**src/rtl/periferico_rx.sv**
```systemverilog
// rtl/periferico_rx.sv - four-phase handshake receiver feeding a show-ahead FIFO
module periferico_rx #(
    parameter int WIDTH = 4,
    parameter int DEPTH = 4
) (
    input  logic                     clk,
    input  logic                     rst,
    input  logic                     send,
    input  logic [WIDTH-1:0]         dados,
    output logic                     ack,
    input  logic                     rd_en,
    output logic [WIDTH-1:0]         dadosPeriferico,
    output logic                     empty,
    output logic                     full,
    output logic [$clog2(DEPTH):0]   count,
    output logic                     err_underflow,
    output logic [1:0]               estadoPeriferico
);

    localparam int AW = $clog2(DEPTH);
    localparam int CW = AW + 1;

    typedef enum logic [1:0] {
        ST_IDLE      = 2'b00,
        ST_WAIT_FULL = 2'b01,
        ST_ACK       = 2'b10,
        ST_BAD       = 2'b11
    } state_t;

    state_t           state_q, state_d;
    logic             s1_q, s2_q;
    logic             ack_q, ack_d;
    logic [AW-1:0]    wr_ptr_q, rd_ptr_q;
    logic [CW-1:0]    count_q, count_d;
    logic             err_q;
    logic             wr_en, pop;
    logic             full_w, empty_w;
    logic [WIDTH-1:0] mem [DEPTH];

    assign full_w  = (count_q == CW'(DEPTH));
    assign empty_w = (count_q == '0);
    assign pop     = rd_en && !empty_w;
    assign count_d = count_q + CW'(wr_en) - CW'(pop);

    // A full FIFO still accepts a write when the consumer pops on the same edge.
    always_comb begin
        state_d = state_q;
        ack_d   = ack_q;
        wr_en   = 1'b0;
        case (state_q)
            ST_IDLE: begin
                ack_d = 1'b0;
                if (s2_q) begin
                    if (!full_w || rd_en) begin
                        wr_en   = 1'b1;
                        ack_d   = 1'b1;
                        state_d = ST_ACK;
                    end else begin
                        state_d = ST_WAIT_FULL;
                    end
                end
            end
            ST_WAIT_FULL: begin
                ack_d = 1'b0;
                if (!full_w || rd_en) begin
                    wr_en   = 1'b1;
                    ack_d   = 1'b1;
                    state_d = ST_ACK;
                end
            end
            ST_ACK: begin
                ack_d = s2_q;
                if (!s2_q) begin
                    state_d = ST_IDLE;
                end
            end
            default: begin
                ack_d   = 1'b0;
                state_d = ST_IDLE;
            end
        endcase
    end

    always_ff @(posedge clk or posedge rst) begin
        if (rst) begin
            s1_q     <= 1'b0;
            s2_q     <= 1'b0;
            state_q  <= ST_IDLE;
            ack_q    <= 1'b0;
            wr_ptr_q <= '0;
            rd_ptr_q <= '0;
            count_q  <= '0;
            err_q    <= 1'b0;
        end else begin
            s1_q    <= send;
            s2_q    <= s1_q;
            state_q <= state_d;
            ack_q   <= ack_d;
            count_q <= count_d;
            if (wr_en) begin
                wr_ptr_q <= wr_ptr_q + AW'(1);
            end
            if (pop) begin
                rd_ptr_q <= rd_ptr_q + AW'(1);
            end
            if (rd_en && empty_w) begin
                err_q <= 1'b1;
            end
        end
    end

    // Storage needs no reset: pointers and count define what is valid.
    always_ff @(posedge clk) begin
        if (wr_en) begin
            mem[wr_ptr_q] <= dados;
        end
    end

    assign ack              = ack_q;
    assign empty            = empty_w;
    assign full             = full_w;
    assign count            = count_q;
    assign err_underflow    = err_q;
    assign estadoPeriferico = state_q;
    assign dadosPeriferico  = empty_w ? '0 : mem[rd_ptr_q];

endmodule

```
**config.mk**
```make
export PLATFORM = sky130hd
export DESIGN_NAME = periferico_rx
export DESIGN_NICKNAME = d
export VERILOG_FILES = /design/src/rtl/periferico_rx.sv
export SDC_FILE = /design/constraint.sdc
export NUM_CORES = 1
export LEC_CHECK = 0
export ABC_AREA = 1
export BUFFER_PORTS_ARGS = -buffer_cell sky130_fd_sc_hd__buf_2
export CAP_MARGIN = 15
export CELL_PAD_IN_SITES_DETAIL_PLACEMENT = 0
export CELL_PAD_IN_SITES_GLOBAL_PLACEMENT = 1
export CORE_UTILIZATION = 42
export CTS_CLUSTER_DIAMETER = 120
export DETAILED_ROUTE_END_ITERATION = 12
export GPL_TIMING_DRIVEN = 0
export PLACE_DENSITY = 0.75
export SLEW_MARGIN = 25
export SYNTH_ARGS = -nofsm -noshare
export SYNTH_HDL_FRONTEND = slang
export SYNTH_SLANG_ARGS = --single-unit
```
**constraint.sdc**
```tcl
create_clock -name clk -period 2.4 [get_ports clk]
set_input_delay 0.48 -clock clk [delete_from_list [all_inputs] [get_ports clk]]
set_output_delay 0.48 -clock clk [all_outputs]
set_load 0.05 [all_outputs]
```
* After elaboration in Yosys (flattened, before gate mapping)
Memory sizes are Yosys's and may differ from the RTL's.
Index checks and enable logic that the tools add are counted.
** Operators by class
- $add $sub $neg :: 4
- Equality and inequality tests :: 6
- Shift operators :: 0
- Reduce and logical (&&, ||, !) cells :: 8
- $lt $le $gt $ge :: 0
- Div/mod/pow operators :: 0
- Bitwise gates (word level) :: 0
- Multipliers :: 0
- Muxes and demuxes :: 12
** Operators by type and width (number)
- 2-to-1 mux 2 bit :: 4
- != test 2 bit, second input constant :: 3
- case mux 2 bit (3 select lines) :: 1
- adder 2 x 1 -> 2 bit, second input constant :: 2
- 2-to-1 mux 1 bit :: 4
- 2-to-1 mux 4 bit :: 1
- adder 3 x 1 -> 3 bit :: 1
- equality test 3 bit, second input constant :: 1
- logical NOT 3 bit :: 1
- case mux 1 bit (3 select lines) :: 1
- AND reduction 3 bit :: 1
- subtractor 3 x 1 -> 3 bit :: 1
- equality test 2 x 1 -> 1 bit, second input constant :: 1
- equality test 2 bit, second input constant :: 1
- logical AND 1 bit :: 2
- logical NOT 1 bit :: 2
- logical NOT 2 bit :: 1
- case mux 1 bit (2 select lines) :: 1
- logical OR 1 bit :: 1
** Word-level totals
- Logic and storage cells :: 39
- Bits in read-only memories :: 0
- Bits in latches :: 0
- Input bits :: 8
- Bits in writable memories :: 16
- Memories kept :: 1
- Output and inout port bits :: 13
- Flip-flop bits (word level) :: 13
** Memory list
- mem :: words 4, bits a word 4, rd ports 1, clocked after memory_dff 0, write ports 1, RTL line 38 : logic [WIDTH-1:0] mem [DEPTH];

* Depth between registers and ports, before layout
Gate-level depths: netlist (run 1).
- Word-level depth :: 8
- Mapped depth :: 10

* Worst setup path after synthesis (run 1)
Ideal clock, no wire load.
- Kind :: register to output
- Start point :: register count_q[2] (netlist: count[2])
- End point :: output dadosPeriferico[0]
- Stages on the path, launching flop included :: 5
- Slack :: -0.059 ns
- Data arrival time :: 1.979 ns
- Cell sequence :: dfrtp_1 inv_1 nand2_1 inv_1 a21oi_1
** Between the ends
- Cells in the longest elaborated chain, start to end :: 2
** RTL lines
- start: declaration :: RTL line 34 : logic [CW-1:0] count_q, count_d;
- start signal: assignment :: RTL line 99 : count_q <= count_d;
- logical NOT 3 bit :: RTL line 41 : assign empty_w = (count_q == '0);
- named net empty :: RTL line 13 : output logic empty,
- 2-to-1 mux 4 bit :: RTL line 125 : assign dadosPeriferico = empty_w ? '0 : mem[rd_ptr_q];
- end: declaration :: RTL line 12 : output logic [WIDTH-1:0] dadosPeriferico,
The timed path passes the listed nets, and every way through them passes these cells.

* Worst setup path in the final report (run 1)
- Start point :: register rd_ptr_q[1]
- End point :: output dadosPeriferico[1]
** Between the ends
- Cells in the longest elaborated chain, start to end :: 2
** RTL lines
- start: declaration :: RTL line 33 : logic [AW-1:0] wr_ptr_q, rd_ptr_q;
- start signal: assignment :: RTL line 104 : rd_ptr_q <= rd_ptr_q + AW'(1);
- memory read (4 x 4 bit)
- 2-to-1 mux 4 bit :: RTL line 125
Every way passes these cells.

==> results.md, run 1 <==
* Io pins at 21
* Clock period minus worst slack at 2.00 ns
* Max-slew violation count at 0
* Crit Path Class: reg2out
* Vias in the first global route at 857
* Dpl ws at 0.266 ns
* Syn-to-layout area delta at 16.1%
* Total wire length at 2120 um
* Synth Net Count at 147
* Synth Warn # at 0
* Hold Violations, Final at 0
* GR Overflow Total at 0
* Met1 usage at 19.1%
* GRT busiest layer: met2
* Register bit count reported by yosys at 29
* First drt pass iteration count at 4
* Ant diodes at 0
* Mapped cell area at 1330 sq um
* Post-DR vias/cell at 4.28
* Largest net degree at the start of global routing at 14
* XOR/XNOR share of the synthesized area at 1.32%
* Final setup viols at 0
* Post-synth cell types at 23
* Antenna violation net count after detailed routing at 0
* DRC at 0
* Die X at 58.2 um
* Gpl congestion at 0.758
* Clk_skew at 0.00713 ns
* Startpoint class of the critical path: register
* Crit path DAT at 1.52 ns
* Final Util at 51.0%
* Simple-gate share of the synthesized area at 17.4%
* HP Class: in2async
* Min Hold Slack at 0.174 ns
* Highest Clock Rate at 0.501 GHz
* Synth Instances at 132
* Final period util at 83.2%
* Post-synthesis adder-cell area fraction at 7.16%
* Area after DPL at 1480 sq um
* Initial Util at 43.9%
* MaxCap Viol Count at 0
* Initial antenna violation count at 0
* Max_slew headroom at 66.4%
* PwrDens at 1350 nW/um^2
* Worst Path Max Fanout at 7
* H-Tree Level Count at 2
* VDD IR-drop max at 0.459 mV
* Setup ws final at 0.403 ns
* Setup TNS Final at 0 ns
* CTS tree: built
* Main combinational cell family by area after synthesis: simple AND/OR/NAND/NOR gates
* Post-synthesis mux area share at 0%
* PostCTS Resize Cnt at 0
* CP required at 1.92 ns
* Final nets at 174
* Worst slew pin tran at 0.504 ns
* Core Footprint at 3030 sq um
* Final instance area at 1540 sq um
* Root Buffer: clkbuf_4
* RSZ-0062 raised after global routing: no
* Clock Sinks at 29
* CP Capture Type: output pin
* DR iter-0 viols at 28
* Total Routing Usage GR at 15.8%
* Register area share after synthesis at 60.6%
* TritonCTS Buffers at 5
* Layout cell share with drive strength beyond 1 at 21.9%
* Latest clock arrival within the worst-skew pair at 0.31 ns
* Hpwl dp at 1550 um
* DR WL/cell at 10.4 um
* Row Count at 20
* Routing usage on met3 at 6.70%
* DIE AREA at 3390 sq um
* Filler cell count at 286
* Met2 usage at 24.6%
* Status: complete, no violations
* CTS Buffer Depth at 2
* First-pass GRT wire length at 3710 um
* Via Count at 873
* Worst-path clk slew at 0.08 ns
* CTS Hold Bufs at 0
* Die Ht at 58.2 um
* P_leak at 0.773 nW
* Port Buffers at 20
* Post-CTS setup buffer count at 0
* Synth Area per Inst at 10.1 sq um
* Synth Area in Compound Gates at 3.20%
[layer usage]
layer	vias to the layer above	wire length (um)
met5	-	0
met4	0	45
met3	6	91
met2	15	1060
met1	395	916
li1	457	-
[stage by stage]
| stage | power [mW] | std cells |
|---|---|---|
| 4_1_cts | 2.11 | 204 |
| 3_5_place_dp | 1.81 | 196 |
| 3_3_place_gp | 1.79 | 196 |
| 6_report | 2.08 | 204 |
| 5_1_grt | 2.26 | 204 |
| 2_1_floorplan | 1.58 | 132 |
[cell families (layout without fill, tap and decap cells)]
logic type               count (synthesis)  count (layout)
AND/OR/NAND/NOR                         51              51
buffers and inverters                   35              63
flip-flops                              29              29
AO/OA/AOI/OAI                            8               8
adder cells (fa/ha/maj)                  7               7
XOR/XNOR                                 2               2
[state kept, by name, indices dropped and copies added (netlist names)]
signal / flops
rd_ptr_q: 2
err_underflow: 1
wr_ptr_q: 2
mem: 16
ack: 1
s1_q: 1
s2_q: 1
estadoPeriferico: 2
count: 3
[cells in the final DEF, fill, tap and decap left out]
cell type  synthesis  final
clkbuf_4           0      5
nand2_1           29     29
nand3_1           10     10
edfxtp_1          16     16
ha_1               6      6
nor2_2             1      1
buf_2              1     21
clkbuf_1           0      2
a21oi_1            4      4
nor2_4             1      1
o21ai_0            2      2
buf_4              1      1
fa_1               1      1
nand3_2            1      1
xor2_1             1      1
dfrtp_1           13     13
nor3_1             1      1
inv_2              2      2
o21bai_1           1      1
nand2_2            1      1
xnor2_1            1      1
o21ai_1            1      1
nand2_4            1      1
clkbuf_8           0      1
inv_1             31     31
nor2_1             6      6
[area by class of cell]
type | count | area [sq um] | area share (%)
multi-input combinational | 68 | 387 | 25.1
buffer | 2 | 12.5 | 0.811
sequential | 29 | 806 | 52.2
tap | 44 | 55.1 | 3.57
inverter | 33 | 124 | 8.03
clock buffer | 8 | 58.8 | 3.81
timing repair buffer | 20 | 100 | 6.49
[Yosys cell counts]
library cell / instances / area (sq um)
fa_1: 1 / 20.0
nand2_1: 29 / 109
a21oi_1: 4 / 20.0
nand3_2: 1 / 10.0
nor2_4: 1 / 11.3
o21bai_1: 1 / 7.51
xor2_1: 1 / 8.76
nand2_2: 1 / 6.26
o21ai_0: 2 / 10.0
nor3_1: 1 / 5.00
ha_1: 6 / 75.1
o21ai_1: 1 / 5.00
nand2_4: 1 / 11.3
buf_2: 1 / 5.00
inv_2: 2 / 7.51
edfxtp_1: 16 / 480
dfrtp_1: 13 / 325
nand3_1: 10 / 50.1
xnor2_1: 1 / 8.76
inv_1: 31 / 116
buf_4: 1 / 7.51
nor2_1: 6 / 22.5
nor2_2: 1 / 6.26
[worst max-delay path, stage by stage (launching register included)]
cell and delay, ns:
dfrtp_1 0.36, buf_2 0.17, inv_1 0.13, nand3_1 0.10, a21oi_1 0.16, buf_2 0.28
[final timing paths]
kind                             start                  end  slack [ns]  cells after the start
setup reg to reg              count[1]             count[2]        0.41                      9
setup / recovery           rd_ptr_q[1]   dadosPeriferico[1]        0.40                      5
hold / removal                     rst             count[1]        0.17                      2
max in group asynchronous          rst  estadoPeriferico[1]        1.89                      2
min in group clk                  send                 s1_q        0.27                      1
hold reg to reg                   s1_q                 s2_q        0.36                      0
[power by group]
part | switching [mW] | leakage, nW | internal, mW
clock | 0.150 | 0.0326 | 0.144
sequential | 0.0847 | 0.300 | 0.650
combinational | 0.770 | 0.441 | 0.281
total | 1.01 | 0.773 | 1.08
Note: power is estimated with default switching activity, not from simulation.
==> run 2: changes to the inputs <==
==> constraint.sdc (replaced) <==
create_clock -name clk -period 2 [get_ports clk]
set_input_delay 0.4 -clock clk [delete_from_list [all_inputs] [get_ports clk]]
set_output_delay 0.4 -clock clk [all_outputs]
set_load 0.05 [all_outputs]
==> run 2 against run 1 <==
Net effect:
- die area did not move
- register-to-register slack got worse by 0.35 ns
- setup slack worse by 0.34 ns
- cell count rose by 2.0%
- combinational power up 35%
- first-iteration DRC count grew 100%
- clock skew hardly changed
==> results.md, run 2 (synthesized netlist as in run 1, its figures left out) <==
* Final Util at 54.8%
* MaxCap Viol Count at 0
* First drt pass iteration count at 4
* Dpl ws at -0.0463 ns
* Latest clock arrival within the worst-skew pair at 0.32 ns
* Bufs and invs on worst path at 3
* Via Count at 900
* Clk_skew at 0.00726 ns
* Final non-filler cell total at 208
* Worst Path Max Fanout at 9
* DR iter-0 viols at 56
* Inst Count DP at 196
* Gpl congestion at 0.706
* Die Ht at 58.2 um
* Most frequent cells in the layout: inv_1, nand2_1, buf_2
* Max_slew headroom at 66.9%
* Final nets at 178
* Core Footprint at 3030 sq um
* H-Tree Level Count at 2
* Largest net degree at the start of global routing at 14
* Biggest register: mem
* Worst slew pin tran at 0.496 ns
* Max-slew violation count at 0
* DRC at 0
* Hpwl dp at 1630 um
* Crit Path Class: reg2reg
* Crit path DAT at 2.16 ns
* Initial antenna violation count at 0
* Hold Violations, Final at 0
* Startpoint class of the critical path: register
* CP top delay family: adder cells
* Antenna violation net count after detailed routing at 0
* Die X at 58.2 um
* Most common cell on crit path: inv_1
* Most common cell after layout, fill and taps aside: inv_1
* PwrDens at 1650 nW/um^2
* CTS tree: built
* CP max stage delay at 0.51 ns
* CP Cell Sequence: nor2_2 > nor2_2 > nand2_8 > ha_4 > inv_1 > ha_2 > inv_1 > fa_2 > inv_1
* Total wire length at 2220 um
* Total Routing Usage GR at 15.9%
* Clock period minus worst slack at 1.94 ns
* Setup TNS Final at 0 ns
* Port Buffers at 20
* P_leak at 0.801 nW
* Final setup viols at 0
* CP required at 2.22 ns
* CP Capture Type: register
* Final period util at 96.9%
* TritonCTS Buffers at 5
* First-pass GRT wire length at 3690 um
* Post-DR vias/cell at 4.33
* Syn-to-layout area delta at 24.9%
* GR Overflow Total at 0
* Worst-path clk slew at 0.09 ns
* Max FFs per register at 16
* Root Buffer: clkbuf_4
* Initial Util at 43.9%
* Filler cell count at 287
* Layout cell share with drive strength beyond 1 at 32.9%
* Status: complete, no violations
* HP Class: in2async
* Clock Sinks at 29
* Ant diodes at 0
* Highest Clock Rate at 0.516 GHz
* Vias in the first global route at 830
* VDD IR-drop max at 0.596 mV
* CTS Hold Bufs at 0
* CTS Buffer Depth at 2
* Slowest CP cell: fa_2
* Setup ws final at 0.0629 ns
* Row Count at 20
* Io pins at 21
* Min Hold Slack at 0.0798 ns
* DIE AREA at 3390 sq um
* DR WL/cell at 10.7 um
-- run 2: layer usage --
layer	wire, um	GRT usage [%]	share of wire (%)
met1	957	17.8	43
met2	1090	25.5	49
met3	115	6.70	5.2
met4	58	9.18	2.6
met5	0	0	0
-- run 2: repair_timing --
action | in CTS | in global routing
resized for setup | 0 | 8
hold endpoints to repair | 0 | 0
buffers inserted | 0 | 4
pin swaps | 1 | 4
cloned | 0 | 0
endpoints found under the setup margin | 1 | 5
-- run 2: final cells by class --
type / count / area (sq um) / share of cell area (%)
Sequential cell: 29 / 812 / 48.9
Inverter: 33 / 124 / 7.47
Timing Repair Buffer: 24 / 135 / 8.14
Buffer: 2 / 12.5 / 0.754
Tap cell: 44 / 55.1 / 3.32
Multi-Input combinational cell: 68 / 440 / 26.5
Clock buffer: 8 / 80.1 / 4.83
-- run 2: path summary, 6_finish.rpt --
check	startpoint	to	slack [ns]	cells past startpoint
min	rst	rd_ptr_q[1]	0.08	2
max in group asynchronous	rst	estadoPeriferico[0]	1.55	2
min reg2reg	s1_q	s2_q	0.36	0
max reg2reg	estadoPeriferico[0]	count[1]	0.06	9
min in group clk	send	s1_q	0.18	1
max	estadoPeriferico[0]	count[1]	0.06	9
-- run 2: metrics by stage --
| stage | instance area, sq um | total power, mW |
|---|---|---|
| after global placement | 1510 | 2.19 |
| after global routing | 1660 | 2.94 |
| after floorplan | 1350 | 1.94 |
| after detailed placement | 1510 | 2.22 |
| after CTS | 1590 | 2.67 |
| final | 1660 | 2.74 |
-- run 2: worst register-to-register path: cells and delay by family, from the launching register on --
family        cells  cell delay (ns)
flops             1             0.39
buf+inv           3             0.13
fa+ha+maj         3             0.91
simple gates      3             0.41
-- run 2: report_power, final --
part | internal, mW | switching, mW | total [mW]
Clock | 0.248 | 0.194 | 0.442
Sequential | 0.788 | 0.0938 | 0.882
Combinational | 0.428 | 0.992 | 1.42
==> run 3: changes to the inputs <==
--- a/config.mk
+++ b/config.mk
@@ -5,12 +5,11 @@
 export SDC_FILE = /design/constraint.sdc
 export NUM_CORES = 1
 export LEC_CHECK = 0
-export ABC_AREA = 1
 export BUFFER_PORTS_ARGS = -buffer_cell sky130_fd_sc_hd__buf_2
 export CAP_MARGIN = 15
 export CELL_PAD_IN_SITES_DETAIL_PLACEMENT = 0
 export CELL_PAD_IN_SITES_GLOBAL_PLACEMENT = 1
-export CORE_UTILIZATION = 42
+export CORE_UTILIZATION = 45
 export CTS_CLUSTER_DIAMETER = 120
 export DETAILED_ROUTE_END_ITERATION = 12
 export GPL_TIMING_DRIVEN = 0
==> run 3 against run 2 <==
Net effect:
- the run now ends with negative setup slack left
- first-iteration DRC count decreased by 89%
- cell area decreased by 2.3%
- sequential share of layout area increased by 1.0 points
- area after synthesis decreased by 6.9%
- utilization increased by 8.9 points
- total power increased by 1.5%
- worst hold slack improved by 0.011 ns
- critical endpoint is now count[2]
- flip-flop and latch count unchanged
==> results.md, run 3 <==
* Die Ht at 54.4 um
* Post-synthesis mux area share at 8.49%
* Register bit count reported by yosys at 29
* Setup TNS Final at -0.380 ns
* Mapped cell area at 1240 sq um
* Max-slew violation count at 0
* Worst-path clk slew at 0.09 ns
* Initial Util at 48.6%
* Status: finished with violations
* First-pass GRT wire length at 3280 um
* CP required at 2.21 ns
* Crit Path Class: reg2reg
* Root Buffer: clkbuf_4
* TritonCTS Buffers at 5
* Highest Clock Rate at 0.460 GHz
* Final instance area at 1620 sq um
* Final nets at 128
* Reg-to-Reg Start: count[2]
* Most common cell after layout, fill and taps aside: edfxtp_1
* Via Count at 727
* Most frequent cells in the layout: edfxtp_1, buf_2, dfrtp_1, buf_4, clkbuf_4
* Biggest register: mem
* Synth Instances at 76
* Post-synthesis adder-cell area fraction at 7.68%
* CTS Buffer Depth at 2
* Bufs and invs on worst path at 3
* VDD IR-drop max at 1.30 mV
* EDFF count, synth at 16
* Worst Path Max Fanout at 4
* Row Count at 18
* RSZ-0062 raised after global routing: yes
* Reg2reg path depth at 10
* Max FFs per register at 16
* H-Tree Level Count at 2
* Post-synth cell types at 21
* HP Class: in2async
* PwrDens at 1720 nW/um^2
* XOR/XNOR share of the synthesized area at 3.54%
* Min Hold Slack at 0.0904 ns
* CTS tree: built
* CTS Hold Bufs at 0
* Worst reg-to-reg setup slack at -0.17 ns
* Hpwl dp at 1400 um
* Total wire length at 2130 um
* Register area share after synthesis at 65.1%
* Final setup viols at 6
* P_leak at 0.683 nW
* Most numerous cell in the Yosys netlist: edfxtp_1
* Failing checks: negative setup slack
* Largest net degree at the start of global routing at 14
* Simple-gate share of the synthesized area at 8.59%
* Final non-filler cell total at 144
* Synth area leaders: edfxtp_1, dfrtp_1, mux4_2
* CP Cell Sequence: or3_4 > inv_4 > nor2_4 > ha_4 > inv_4 > ha_4 > inv_2 > fa_2 > xnor2_2 > xnor2_1
* MaxCap Viol Count at 0
* DIE AREA at 2960 sq um
* Synth Area per Inst at 16.3 sq um
* Port Buffers at 20
* DR WL/cell at 14.8 um
* Initial antenna violation count at 0
* Main combinational cell family by area after synthesis: simple AND/OR/NAND/NOR gates
* Layout cell share with drive strength beyond 1 at 55.3%
* Clk_skew at 0.00396 ns
* Final period util at 109%
* Inst Count DP at 126
* Clock period minus worst slack at 2.17 ns
* Crit path DAT at 2.38 ns
* Startpoint class of the critical path: register
* Post-synth top area share at 38.8%
* Ant diodes at 0
* Commonest cells post-synth: edfxtp_1, dfrtp_1, and2_1, inv_1, ha_1
* Syn-to-layout area delta at 30.9%
* Vias in the first global route at 697
* Post-DR vias/cell at 5.05
* Area leader, netlist: edfxtp_1
* GR Overflow Total at 0
* Synth Area in Compound Gates at 3.44%
* Hold Violations, Final at 0
* FFs w/ async S/R, synth at 44.8%
* Die X at 54.4 um
* Gpl congestion at 0.646
* CP Capture Type: register
* Tot Pwr at 2.78 mW
* Synth Warn # at 0
* Io pins at 21
* Antenna violation net count after detailed routing at 0
* Area after DPL at 1380 sq um
* Setup ws final at -0.172 ns
* Slowest CP cell: dfrtp_2
* DR iter-0 viols at 6
* First drt pass iteration count at 4
* Total Routing Usage GR at 18.0%
* Clock Sinks at 29
* Max_slew headroom at 66.6%
* Synth Net Count at 91
* Latest clock arrival within the worst-skew pair at 0.32 ns
* Worst slew pin tran at 0.500 ns
* DRC at 0
* Core Footprint at 2540 sq um
* CP top delay family: adder cells
* Ys flop type: edfxtp_1
* Worst R2R End: count[2]
* CP max stage delay at 0.43 ns
## run 3: area by class of cell
| type | instances | area, sq um |
|---|---|---|
| Clock buffer | 6 | 41.3 |
| Multi-Input combinational cell | 37 | 450 |
| Tap cell | 30 | 37.5 |
| Buffer | 1 | 11.3 |
| Clock inverter | 2 | 10.0 |
| Timing Repair Buffer | 30 | 221 |
| Inverter | 9 | 38.8 |
| Sequential cell | 29 | 810 |
| Fill cell | 187 | 925 |
## run 3: cells by family after synthesis
group,after synthesis
compound gates,4
xor+xnor,5
fa+ha+maj,7
buf+inv,10
flops,29
mux,5
simple gates,16
## run 3: worst max-delay path by stage
| stage | startpoint | to | depth (start not counted) |
|---|---|---|---|
| final | count[2] | count[2] | 10 |
| after global routing | count[0] | count[2] | 11 |
| after CTS | count[2] | count[2] | 10 |
| after detailed placement | rd_en | count[2] | 11 |
| after global placement | rd_en | count[2] | 11 |
| after floorplan | count[2] | count[2] | 10 |
## run 3: metal layers
metal  track usage, %  wire length, um  vias up
li1                 -                -      341
met1             20.6              897      367
met2             29.1             1090       14
met3             8.33               92        5
met4             7.69               40        0
met5                0                0        -
## run 3: worst register-to-register path, cell delays in order (launching register included)
cell     delay, ns
dfrtp_2       0.43
or3_4         0.41
inv_4         0.08
nor2_4        0.04
ha_4          0.25
inv_4         0.05
ha_4          0.11
inv_2         0.04
fa_2          0.39
xnor2_2       0.15
xnor2_1       0.12
## run 3: report_power, final
part	total [mW]	switching, mW	internal [mW]
combinational	1.58	0.855	0.722
sequential	0.887	0.109	0.778
clock	0.321	0.187	0.133
total	2.78	1.15	1.63
## run 3: what timing repair did
item,in CTS,in global routing
buffers inserted,8,2
gates resized for setup,20,14
endpoints found under the setup margin,7,7
endpoints found under the hold margin,0,0
gates cloned,0,0
pin swaps,6,6
## run 3: stage by stage
stage	util (%)	setup slack, ns
after CTS	61.4	-0.192
after detailed placement	54.3	-0.381
after global placement	54.3	-0.331
final	63.7	-0.172
after global routing	63.7	-0.226
after floorplan	-	-0.566
